==> config.mk <==
export PLATFORM = sky130hd
export DESIGN_NAME = lcd_frame_refresh_ctrl_flat
export DESIGN_NICKNAME = d
export VERILOG_FILES = /design/src/rtl/lcd_frame_refresh_ctrl_if.sv /design/src/rtl/lcd_frame_refresh_ctrl.sv /design/src/flat_wrapper.sv
export SDC_FILE = /design/constraint.sdc
export NUM_CORES = 1
export LEC_CHECK = 0
export CAP_MARGIN = 10
export CORE_ASPECT_RATIO = 1.75
export CORE_UTILIZATION = 50
export CTS_BUF_LIST = sky130_fd_sc_hd__clkbuf_4 sky130_fd_sc_hd__clkbuf_8 sky130_fd_sc_hd__clkbuf_16
export DETAILED_ROUTE_END_ITERATION = 10
export PLACE_DENSITY_LB_ADDON = 0.1
export SLEW_MARGIN = 0
export SYNTH_ARGS = -nofsm -noshare
export SYNTH_HDL_FRONTEND = slang
export SYNTH_SLANG_ARGS = --single-unit
==> constraint.sdc <==
create_clock -name Clock_100MHz -period 2.8 [get_ports Clock_100MHz]
set_clock_uncertainty 0.15 [all_clocks]
set_input_delay 0.7 -clock Clock_100MHz [delete_from_list [all_inputs] [get_ports Clock_100MHz]]
set_output_delay 0.7 -clock Clock_100MHz [all_outputs]
set_load 0.05 [all_outputs]
==> src/rtl/lcd_frame_refresh_ctrl_if.sv <==
// rtl/lcd_frame_refresh_ctrl_if.sv - HD44780 8-bit write-only bus between controller and panel
interface lcd_frame_refresh_ctrl_if;
  logic       LCD_RS;
  logic       LCD_RW;
  logic       LCD_E;
  logic [7:0] LCD_DB;

  modport master (output LCD_RS, LCD_RW, LCD_E, LCD_DB);
  modport slave  (input  LCD_RS, LCD_RW, LCD_E, LCD_DB);
endinterface

==> src/rtl/lcd_frame_refresh_ctrl.sv <==
// rtl/lcd_frame_refresh_ctrl.sv - 16x2 character LCD init and frame refresh engine
module lcd_frame_refresh_ctrl #(
  parameter int T_POWERUP_CYC = 2_000_000,
  parameter int T_EN_CYC      = 50,
  parameter int T_CMD_CYC     = 5_000,
  parameter int T_CLEAR_CYC   = 200_000
) (
  input  logic                      Clock_100MHz,
  input  logic                      Reset_n,
  input  logic [127:0]              Line_1,
  input  logic [127:0]              Line_2,
  input  logic                      Refresh_req,
  lcd_frame_refresh_ctrl_if.master  lcd,
  output logic                      Busy,
  output logic                      Frame_done
);
  localparam int MAX_A   = (T_POWERUP_CYC > T_CLEAR_CYC) ? T_POWERUP_CYC : T_CLEAR_CYC;
  localparam int MAX_B   = (T_CMD_CYC > T_EN_CYC) ? T_CMD_CYC : T_EN_CYC;
  localparam int CNT_MAX = (MAX_A > MAX_B) ? MAX_A : MAX_B;
  localparam int CW      = $clog2(CNT_MAX + 1);

  typedef enum logic [2:0] {POWERUP, INIT, IDLE, ADDR1, ROW1, ADDR2, ROW2, DONE} state_t;
  typedef enum logic [1:0] {PH_SETUP, PH_STROBE, PH_SETTLE} phase_t;

  state_t         state;
  phase_t         phase;
  logic [CW-1:0]  cnt;
  logic [2:0]     init_idx;
  logic [3:0]     col;
  logic           clear_xfer;
  logic           pending;
  logic [255:0]   snap;

  logic [7:0]     snap_chr [32];
  logic [7:0]     init_cmd;
  logic [CW-1:0]  settle_last;
  logic [3:0]     col_nxt;
  logic           frame_req;

  // snap_chr[0..15] = row 0 columns, snap_chr[16..31] = row 1 columns
  for (genvar g = 0; g < 32; g++) begin : g_chr
    assign snap_chr[g] = snap[255 - 8*g -: 8];
  end

  assign lcd.LCD_RW = 1'b0;

  always_comb begin
    col_nxt     = col + 4'd1;
    settle_last = clear_xfer ? CW'(T_CLEAR_CYC - 1) : CW'(T_CMD_CYC - 1);
    frame_req   = Refresh_req || pending || ({Line_1, Line_2} != snap);
    // command following the one at init_idx
    case (init_idx)
      3'd0, 3'd1: init_cmd = 8'h38;
      3'd2:       init_cmd = 8'h0C;
      3'd3:       init_cmd = 8'h06;
      default:    init_cmd = 8'h01;
    endcase
  end

  always_ff @(posedge Clock_100MHz or negedge Reset_n) begin
    if (!Reset_n) begin
      state       <= POWERUP;
      phase       <= PH_SETUP;
      cnt         <= '0;
      init_idx    <= '0;
      col         <= '0;
      clear_xfer  <= 1'b0;
      pending     <= 1'b0;
      snap        <= {32{8'h20}};
      lcd.LCD_E   <= 1'b0;
      lcd.LCD_RS  <= 1'b0;
      lcd.LCD_DB  <= 8'h00;
      Busy        <= 1'b1;
      Frame_done  <= 1'b0;
    end else begin
      Frame_done <= 1'b0;
      if (Refresh_req) pending <= 1'b1;
      case (state)
        POWERUP: begin
          if (cnt == CW'(T_POWERUP_CYC - 1)) begin
            state      <= INIT;
            init_idx   <= '0;
            cnt        <= '0;
            phase      <= PH_SETUP;
            clear_xfer <= 1'b0;
            lcd.LCD_RS <= 1'b0;
            lcd.LCD_DB <= 8'h38;
          end else begin
            cnt <= cnt + 1'b1;
          end
        end
        IDLE: begin
          if (frame_req) begin
            state      <= ADDR1;
            Busy       <= 1'b1;
            snap       <= {Line_1, Line_2};
            pending    <= 1'b0;
            phase      <= PH_SETUP;
            clear_xfer <= 1'b0;
            lcd.LCD_RS <= 1'b0;
            lcd.LCD_DB <= 8'h80;
          end
        end
        DONE: begin
          state <= IDLE;
          Busy  <= 1'b0;
        end
        default: begin
          case (phase)
            PH_SETUP: begin
              lcd.LCD_E <= 1'b1;
              phase     <= PH_STROBE;
              cnt       <= '0;
            end
            PH_STROBE: begin
              if (cnt == CW'(T_EN_CYC - 1)) begin
                lcd.LCD_E <= 1'b0;
                phase     <= PH_SETTLE;
                cnt       <= '0;
              end else begin
                cnt <= cnt + 1'b1;
              end
            end
            PH_SETTLE: begin
              if (cnt == settle_last) begin
                // settle over: this edge is also the SETUP edge of the next transfer
                cnt        <= '0;
                phase      <= PH_SETUP;
                clear_xfer <= 1'b0;
                case (state)
                  INIT: begin
                    if (init_idx == 3'd5) begin
                      state <= IDLE;
                      Busy  <= 1'b0;
                    end else begin
                      init_idx   <= init_idx + 3'd1;
                      lcd.LCD_RS <= 1'b0;
                      lcd.LCD_DB <= init_cmd;
                      clear_xfer <= (init_idx == 3'd4);
                    end
                  end
                  ADDR1: begin
                    state      <= ROW1;
                    col        <= '0;
                    lcd.LCD_RS <= 1'b1;
                    lcd.LCD_DB <= snap_chr[5'd0];
                  end
                  ROW1: begin
                    col <= col_nxt;
                    if (col == 4'd15) begin
                      state      <= ADDR2;
                      lcd.LCD_RS <= 1'b0;
                      lcd.LCD_DB <= 8'hC0;
                    end else begin
                      lcd.LCD_RS <= 1'b1;
                      lcd.LCD_DB <= snap_chr[{1'b0, col_nxt}];
                    end
                  end
                  ADDR2: begin
                    state      <= ROW2;
                    col        <= '0;
                    lcd.LCD_RS <= 1'b1;
                    lcd.LCD_DB <= snap_chr[5'd16];
                  end
                  ROW2: begin
                    col <= col_nxt;
                    if (col == 4'd15) begin
                      state      <= DONE;
                      Frame_done <= 1'b1;
                    end else begin
                      lcd.LCD_RS <= 1'b1;
                      lcd.LCD_DB <= snap_chr[{1'b1, col_nxt}];
                    end
                  end
                  default: ;
                endcase
              end else begin
                cnt <= cnt + 1'b1;
              end
            end
            default: phase <= PH_SETUP;
          endcase
        end
      endcase
    end
  end
endmodule

==> src/flat_wrapper.sv <==
// flat-port wrapper written by rule: the top's interface ports become plain ports
module lcd_frame_refresh_ctrl_flat 
#(
  parameter int T_POWERUP_CYC = 2_000_000,
  parameter int T_EN_CYC      = 50,
  parameter int T_CMD_CYC     = 5_000,
  parameter int T_CLEAR_CYC   = 200_000
)
  (Clock_100MHz, Reset_n, Line_1, Line_2, Refresh_req, Busy, Frame_done, lcd_LCD_RS, lcd_LCD_RW, lcd_LCD_E, lcd_LCD_DB);
  lcd_frame_refresh_ctrl_if lcd_i ();
  input  logic Clock_100MHz;
  input  logic Reset_n;
  input  logic [127:0] Line_1;
  input  logic [127:0] Line_2;
  input  logic Refresh_req;
  output logic Busy;
  output logic Frame_done;
  output wire logic [$bits(lcd_i.LCD_RS)-1:0] lcd_LCD_RS;
  output wire logic [$bits(lcd_i.LCD_RW)-1:0] lcd_LCD_RW;
  output wire logic [$bits(lcd_i.LCD_E)-1:0] lcd_LCD_E;
  output wire logic [$bits(lcd_i.LCD_DB)-1:0] lcd_LCD_DB;
  assign lcd_LCD_RS = lcd_i.LCD_RS;
  assign lcd_LCD_RW = lcd_i.LCD_RW;
  assign lcd_LCD_E = lcd_i.LCD_E;
  assign lcd_LCD_DB = lcd_i.LCD_DB;
  lcd_frame_refresh_ctrl #(.T_POWERUP_CYC(T_POWERUP_CYC), .T_EN_CYC(T_EN_CYC), .T_CMD_CYC(T_CMD_CYC), .T_CLEAR_CYC(T_CLEAR_CYC)) u_core (.Clock_100MHz(Clock_100MHz), .Reset_n(Reset_n), .Line_1(Line_1), .Line_2(Line_2), .Refresh_req(Refresh_req), .lcd(lcd_i), .Busy(Busy), .Frame_done(Frame_done));
endmodule
Word level (Yosys, flattened, before mapping):

Cells that the tools add are included.

* output and inout bits: 13
* word-level logic and storage cells: 166
* flip-flop bits (word level): 303
* input port bits: 259

* add/subtract/negate cells: 3
* mux-type cells: 74
* equality and inequality tests: 30
* reduce and logical (&&, ||, !) cells: 38
* $lt $le $gt $ge: 2
* bitwise operators: 6

Operators by type and width (number)
* != test 256 bit: 1
* 2-to-1 mux 8 bit: 11
* binary-select mux 8 bit (select 5 bit): 2
* 2-to-1 mux 21 bit: 3
* case mux 21 bit (3 select lines): 1
* case mux 21 bit (2 select lines): 1
* case mux 8 bit (5 select lines): 1
* 2-to-1 mux 3 bit: 12
* 2-to-1 mux 1 bit: 25
* case mux 8 bit (3 select lines): 1
* AND reduction 8 bit: 3
* adder 21 x 1 -> 21 bit, second input constant: 1
* == test 21 bit: 1
* == test 21 bit, second input constant: 1
* == test 21 x 6 -> 1 bit, second input constant: 1
* == test 3 bit, second input constant: 6
* 2-to-1 mux 18 bit: 1
* case mux 6 bit (3 select lines): 1
* nonzero test 3 bit: 6
* != test 5 x 1 -> 1 bit, second input constant: 3
* case mux 3 bit (5 select lines): 1
* == test 3 x 2 -> 1 bit, second input constant: 4
* >= comparator 6 bit, second input constant: 2
* case mux 2 bit (3 select lines): 2
* other kinds (36): 62

Depth between registers and ports, before layout:

Gate-level depths: netlist (run 1).

* depth after elaboration: 10
* depth in mapped cells: 11
* depth with buffers taken out: 10

Worst setup path before layout (run 1):

No wires, ideal clock.

* path kind: input to register
* start: input Line_1[97]
* end: register u_core.snap[103]
* required time: 2.522 ns
* setup time: 0.128 ns
* cell stages on the path: 10
* setup slack: -0.314 ns
* arrival: 2.837 ns
* buffers on the path: 2
* path through: nor2b_1 a2111o_1 or4_1 nor4_1 nand3_1 nor4_2 nor3_1 buf_6 buf_6 mux2_1

* cells in the longest elaborated chain, start to end: 3

Ends and longest elaborated chain
* start, declared: RTL line flat_wrapper.sv:13 `input logic [127:0] Line_1;`
* != test 256 bit: RTL line lcd_frame_refresh_ctrl.sv:50 `frame_req = Refresh_req || pending || ({Line_1, Line_2} != snap);`
* logical OR 1 bit: RTL line lcd_frame_refresh_ctrl.sv:50
* AND reduction 2 bit (no line)
* end signal, assigned: RTL line lcd_frame_refresh_ctrl.sv:69 `snap <= {32{8'h20}};`
* end signal, assigned: RTL line lcd_frame_refresh_ctrl.sv:96 `snap <= {Line_1, Line_2};`
* end, declared: RTL line lcd_frame_refresh_ctrl.sv:32 `logic [255:0] snap;`

No other way between the ends.
A chain may end at the register's enable or synchronous reset.

Worst setup path in the final report (run 1):

* start: input Line_1[41]
* end: register u_core.snap[172]

Same word-level chain as after synthesis.

==> flow_summary.json, run 1 <==
{
  "ys_types": 70,
  "grt_pass1_wl_um": 117000,
  "portBuffers": 270,
  "maxCapViolations": 0,
  "dp_hpwl_um": 62700,
  "nets": 2626,
  "dieArea_um2": 37700,
  "synth_edf_count": 0,
  "fillers": 2292,
  "synth-compound-area-share": 0.0735,
  "synth_area_um2": 18500,
  "worstMarginPinSlew_ps": 687,
  "cts_tree": "done",
  "period_needed_ps": 3440,
  "violations": "negative setup slack",
  "synthTopCellsByCount": "270 x dfrtp_1, 153 x mux2_4, 150 x xor2_1",
  "die_w_um": 147,
  "core.rowCount": 92,
  "yosysTopAreaCellShare": 0.366,
  "wire_per_inst_um": 29.7,
  "viasPerCell": 6.04,
  "rsz0062_at_grt": "yes",
  "ys_ff_latch": 303,
  "holdPathStages": 2,
  "drive_gt1_frac": 0.440,
  "power_leakage_uw": 0.0126,
  "antenna_found_initial": 6,
  "routabilityCongestion": 1.03,
  "synth.avg_cell_area_um2": 11.8,
  "area_growth_pct": 54.2,
  "status": "finished, violations left",
  "synthAdderAreaFrac": 0.00814,
  "place_area_um2": 25300,
  "num_io_pins": 272,
  "synth_area_leaders": "dfrtp_1 37%, mux2_4 12%, mux4_2 7.9%",
  "crit_path_start_kind": "input pin",
  "min_period_over_period": 1.23,
  "yosys_warnings": 0,
  "yosys.area.top_type": "dfrtp_1",
  "drt_first_iter_violations": 1402,
  "grt-ovfl-total": 0,
  "synth_simple_gate_area_share": 0.116,
  "cts.clk_slew.worst_paths_ps": 60,
  "drcViolationCount": 0,
  "hold_viol_final": 0,
  "hp-class": "in2reg",
  "ant_nets": 0,
  "yosysMostFrequentCell": "dfrtp_1",
  "synth_fp_nets": 1841,
  "insertion_delay_ps": 590,
  "synth_xor_area_frac": 0.0854,
  "place_inst": 2737,
  "critPathRequiredTime_ps": 3110,
  "cts.sinks": 303,
  "crit_type": "in2reg",
  "cts_buffers": 31,
  "grt_max_degree": 74,
  "synth_top_family_by_area": "multiplexers",
  "register_area_um2": 7630,
  "routed_wl_um": 84600,
  "slew_violations": 0,
  "synth_cells": 1570,
  "htreeDepth": 1,
  "crit_arrival_ps": 3760,
  "grt_usage": 0.432,
  "cts-root-buf": "clkbuf_16",
  "ys_seq_area_frac": 0.413,
  "core_um2": 36100,
  "final_core_util": 0.787,
  "multi_input_area_um2": 11100,
  "cp-end-kind": "flip-flop",
  "ys.flop_type": "dfrtp_1",
  "relSlewSlack": 0.539,
  "start_util": 0.510,
  "rr_worst_depth": 12,
  "vdd_ir_drop_max_v": 0.000642,
  "grt_pass1_vias": 18200,
  "vias": 17200,
  "synthMuxAreaShare": 0.262,
  "path_max_fanout": 9,
  "power_density_nw_per_um2": 389,
  "fp.dieH_um": 256,
  "setup_viol_count_final": 289,
  "timing.fmax_mhz": 290,
  "async_flop_share": 1.00,
  "finalNonFillerCells": 2853,
  "setup_ws_ps": -645,
  "final_area_um2": 28400,
  "first_pass_iters": 5,
  "clockBufferDepth": 3
}
==> cell usage in the layout (no fill, tap or decap), drive strengths merged, types with 21 or more instances in the layout <==
cell             n
dlymetal6s2s    27
nor4            47
xor2           150
nand2b          21
buf            537
o21ai           32
nand3           33
nand2          112
a21oi           34
a2111oi         22
mux2           232
clkbuf          57
mux4            65
dlygate4sd2     31
dfstp           33
nand4           27
nor2            48
inv             83
nor2b           76
clkdlybuf4s50  210
xnor2           30
dfrtp          270
o22ai           53
==> cells by family after synthesis <==
family	count (synthesis)
AO/OA/AOI/OAI	198
XOR/XNOR	180
adder cells (fa/ha/maj)	12
buffers and inverters	152
flip-flops	303
multiplexers	315
other	1
AND/OR/NAND/NOR	409
==> where the power goes <==
group | internal [µW] | total [µW] | switching, µW
clock network | 2370 | 4280 | 1910
registers | 4560 | 4720 | 151
logic | 1120 | 2060 | 943
==> final timing paths <==
check / end / start / slack (ps)
max in group asynchronous: u_core.snap[61] / Reset_n / 1180
min in group asynchronous: u_core.cnt[0] / Reset_n / 480
hold / removal: u_core.snap[80] / Line_2[80] / 270
setup / recovery: u_core.snap[172] / Line_1[41] / -640
hold reg to reg: u_core.Busy / u_core.Busy / 360
setup reg to reg: u_core.snap[118] / u_core.snap[156] / -600
==> stage by stage <==
step                hold WS (ps)  worst slack, ps  TNS (ps)  power, µW
floorplan                    254             -295    -67390       5310
global placement             321            -1950   -516380       6630
detailed placement           328            -1630   -429040       6660
CTS                          342             -645   -152460      11000
global route                 282             -737   -179830      11300
finish                       270             -645   -153780      11100
==> layer usage <==
layer / wire (µm) / track usage / share of wire
met4: 9570 / 0.388 / 0.11
met2: 42000 / 0.744 / 0.50
met5: 13 / 0 / 0.00015
met3: 5470 / 0.0667 / 0.065
met1: 27600 / 0.450 / 0.33
==> repair_timing <==
| item | CTS | global route |
|---|---|---|
| endpoints found under the setup margin | 291 | 291 |
| hold endpoints to repair | 38 | 0 |
| hold buffers | 1 | 0 |
| setup buffers | 8 | 10 |
| pin swaps | 13 | 55 |
| gates cloned | 14 | 25 |
| resized for setup | 139 | 181 |
==> flip-flops by register name, indices dropped and copies added (netlist names), 2 cells and up <==
name / flops
u_core.snap: 256
u_core.cnt: 21
u_core.lcd.LCD_DB: 8
u_core.col: 4
u_core.init_idx: 3
u_core.state: 3
u_core.phase: 2
==> area by class of cell <==
type,count,area share
flip-flops and latches,303,0.268
clock inverters,13,0.00369
diodes,5,0.000440
well taps,470,0.0207
multi-input cells,1117,0.389
inverters,81,0.0107
repair buffers,821,0.275
clock buffers,43,0.0322
==> worst max-delay path, cell delays in order <==
cell and delay (ps):
clkdlybuf4s50_1 510, xor2_1 370, nor4_2 110, nand4_1 260
nor3_2 80, nand4_1 150, nor4_4 60, buf_4 150
nor3_4 540, buf_12 280, clkbuf_16 190, mux2_2 330
Power figures use the tool's default switching activity.
==> run 2: changes to the inputs <==
--- a/config.mk
+++ b/config.mk
@@ -6,10 +6,13 @@
 export NUM_CORES = 1
 export LEC_CHECK = 0
 export CAP_MARGIN = 10
+export CELL_PAD_IN_SITES_DETAIL_PLACEMENT = 0
+export CELL_PAD_IN_SITES_GLOBAL_PLACEMENT = 2
 export CORE_ASPECT_RATIO = 1.75
-export CORE_UTILIZATION = 50
+export CORE_UTILIZATION = 33
 export CTS_BUF_LIST = sky130_fd_sc_hd__clkbuf_4 sky130_fd_sc_hd__clkbuf_8 sky130_fd_sc_hd__clkbuf_16
 export DETAILED_ROUTE_END_ITERATION = 10
+export MAX_ROUTING_LAYER = met4
 export PLACE_DENSITY_LB_ADDON = 0.1
 export SLEW_MARGIN = 0
 export SYNTH_ARGS = -nofsm -noshare
==> run 2 against run 1 <==
Effect of this change:
- the flow finishes with violations (negative hold slack, negative setup slack)
- final cell count rose by 7.6%
- first-iteration DRC count fell by 29%
- clock power rose by 10%
- combinational power fell by 2%
- routed wire length rose by 4.5%
- clock-buffer cell count rose by 10
- worst hold slack got worse by 300 ps
- non-clock buffer count fell by 9
- core utilization fell by 28 points
- critical path depth rose by 1
- setup slack got worse by 18 ps
- final area fell by 1.2%
- largest cell class unchanged
==> flow_summary.json, run 2 (synthesis results as in run 1) <==
{
  "grt_busiest_layer": "met2",
  "portBuffers": 270,
  "netSwitchingFraction": 0.275,
  "setup_ws_ps": -663,
  "relSlewSlack": 0.476,
  "rsz0062_at_grt": "yes",
  "cp-end-kind": "flip-flop",
  "crit_type": "in2reg",
  "mostFrequentLayoutCells": "494 x buf_4, 268 x dfrtp_1, 196 x clkdlybuf4s50_1",
  "slowest_delay_ps": 510,
  "clockBufferDepth": 3,
  "core_um2": 55200,
  "ant_nets": 0,
  "crit_path_start_kind": "input pin",
  "antennaDiodeCount": 0,
  "p_int_uw": 8280,
  "r2r_start": "u_core.snap[65]",
  "cts_tree": "done",
  "timing.critical_path.to": "u_core.snap[91]",
  "viasPerCell": 5.34,
  "grt_max_degree": 81,
  "cp_top_family": "simple AND/OR/NAND/NOR gates",
  "dp_hpwl_um": 68000,
  "slowest_stage": "clkdlybuf4s50_1",
  "worst-path-stages": 13,
  "p_seq_frac": 0.411,
  "fin_tns_setup_ps": -155410,
  "largest_reg_flops": 256,
  "maxCapViolations": 0,
  "antenna_found_initial": 0,
  "largest-register": "u_core.snap",
  "start_util": 0.334,
  "grt_pass1_wl_um": 121000,
  "crit_path_start": "Line_1[24]",
  "use_met2": 0.576,
  "cts-root-buf": "clkbuf_16",
  "core.rowCount": 114,
  "setup_viol_count_final": 287,
  "nets": 2619,
  "worstMarginPinSlew_ps": 782,
  "vias": 16400,
  "first_pass_iters": 5,
  "place_area_um2": 25700,
  "insertion_delay_ps": 560,
  "cts_buffers": 35,
  "reg_top3": "u_core.snap (256), u_core.cnt (21), u_core.lcd.LCD_DB (8)",
  "fp.dieH_um": 315,
  "r2r-end": "u_core.snap[91]",
  "grt_usage": 0.311,
  "vdd_ir_drop_max_v": 0.000355,
  "routed_wl_um": 88400,
  "period_needed_ps": 3460,
  "dieArea_um2": 56900,
  "combPwrFrac": 0.177,
  "use_met3": 0.0273,
  "whs_ps": -25.6,
  "path_cells": "clkdlybuf4s50_1 > xor2_1 > nor4_1 > nand4_1 > nor3_1 > buf_4 > nand4_1 > nor4_4 > nor3_4 > buf_12 > buf_12 > clkbuf_16 > mux2_1",
  "final_common_cell": "buf_4",
  "slew_violations": 0,
  "crit_arrival_ps": 3740,
  "wire_per_inst_um": 28.8,
  "path_max_fanout": 5,
  "routabilityCongestion": 0.942,
  "status": "finished, violations left",
  "grt_use_met1": 0.330,
  "power_leakage_uw": 0.0125,
  "drcViolationCount": 0,
  "r2r_setup_slack_ps": -630,
  "hold_viol_final": 3,
  "rr_worst_depth": 11,
  "min_period_over_period": 1.24,
  "cts.clk_slew.worst_paths_ps": 70,
  "power_density_nw_per_um2": 407,
  "crit_buf_inv": 5,
  "die_w_um": 181,
  "cts.sinks": 303,
  "drt_first_iter_violations": 990,
  "grt_pass1_vias": 17300,
  "timing.fmax_mhz": 289,
  "num_io_pins": 272,
  "hp-class": "in2async",
  "area_growth_pct": 52.4,
  "switchingPower_uw": 3150,
  "htreeDepth": 2,
  "violations": "negative hold slack, negative setup slack",
  "drive_gt1_frac": 0.413,
  "critPathRequiredTime_ps": 3070,
  "grt-ovfl-total": 0,
  "final_area_um2": 28100,
  "clkPwrFrac": 0.412
}
## run 2: worst min-delay path by stage
| stage | start | endpoint | slack [ps] | cells past startpoint |
|---|---|---|---|---|
| final | Reset_n | u_core.snap[136] | -30 | 1 |
| after global routing | Reset_n | u_core.snap[136] | 4 | 1 |
| after floorplan | Reset_n | u_core.Frame_done | 250 | 0 |
| after global placement | u_core.lcd.LCD_RS | u_core.lcd.LCD_RS | 320 | 1 |
| after detailed placement | u_core.pending | u_core.pending | 320 | 2 |
| after CTS | Reset_n | u_core.snap[136] | 3 | 1 |
## run 2: cell type report
cell class                      instances  area [µm²]
Inverter                               81         304
Multi-Input combinational cell       1115       10700
Fill cell                            5028       27100
Sequential cell                       303        7630
Clock buffer                           53        1050
Clock inverter                          9        66.3
Timing Repair Buffer                  812        7490
Tap cell                              696         871
## run 2: what timing repair did
item / in CTS / in global routing
resized for setup: 116 / 107
hold buffers: 0 / 0
cloned: 9 / 15
pin swaps: 14 / 19
setup buffers: 5 / 1
endpoints found under the setup margin: 288 / 290
## run 2: power groups by stage
stage	clock network [µW]	logic (µW)	registers, µW
after floorplan	0	546	4760
after global placement	0	1930	4760
after detailed placement	0	1950	4770
after CTS	4780	1980	4700
after global routing	4930	2110	4720
final	4710	2020	4700
## run 2: per-layer routing
| metal | wire (µm) | up-vias |
|---|---|---|
| met5 | 0 | - |
| met3 | 3410 | 180 |
| met1 | 32100 | 8349 |
| met2 | 47500 | 592 |
| met4 | 5370 | 0 |
| li1 | - | 7275 |
## run 2: metrics by stage
step	util	std cells	total power [µW]	hold slack, ps	worst slack [ps]
2_1_floorplan	-	1570	5310	254	-295
3_3_place_gp	0.465	2978	6690	320	-2130
3_5_place_dp	0.465	2979	6720	323	-1790
4_1_cts	0.496	3054	11500	2.63	-747
5_1_grt	0.509	3069	11800	4.32	-706
6_report	0.509	3069	11400	-25.6	-663
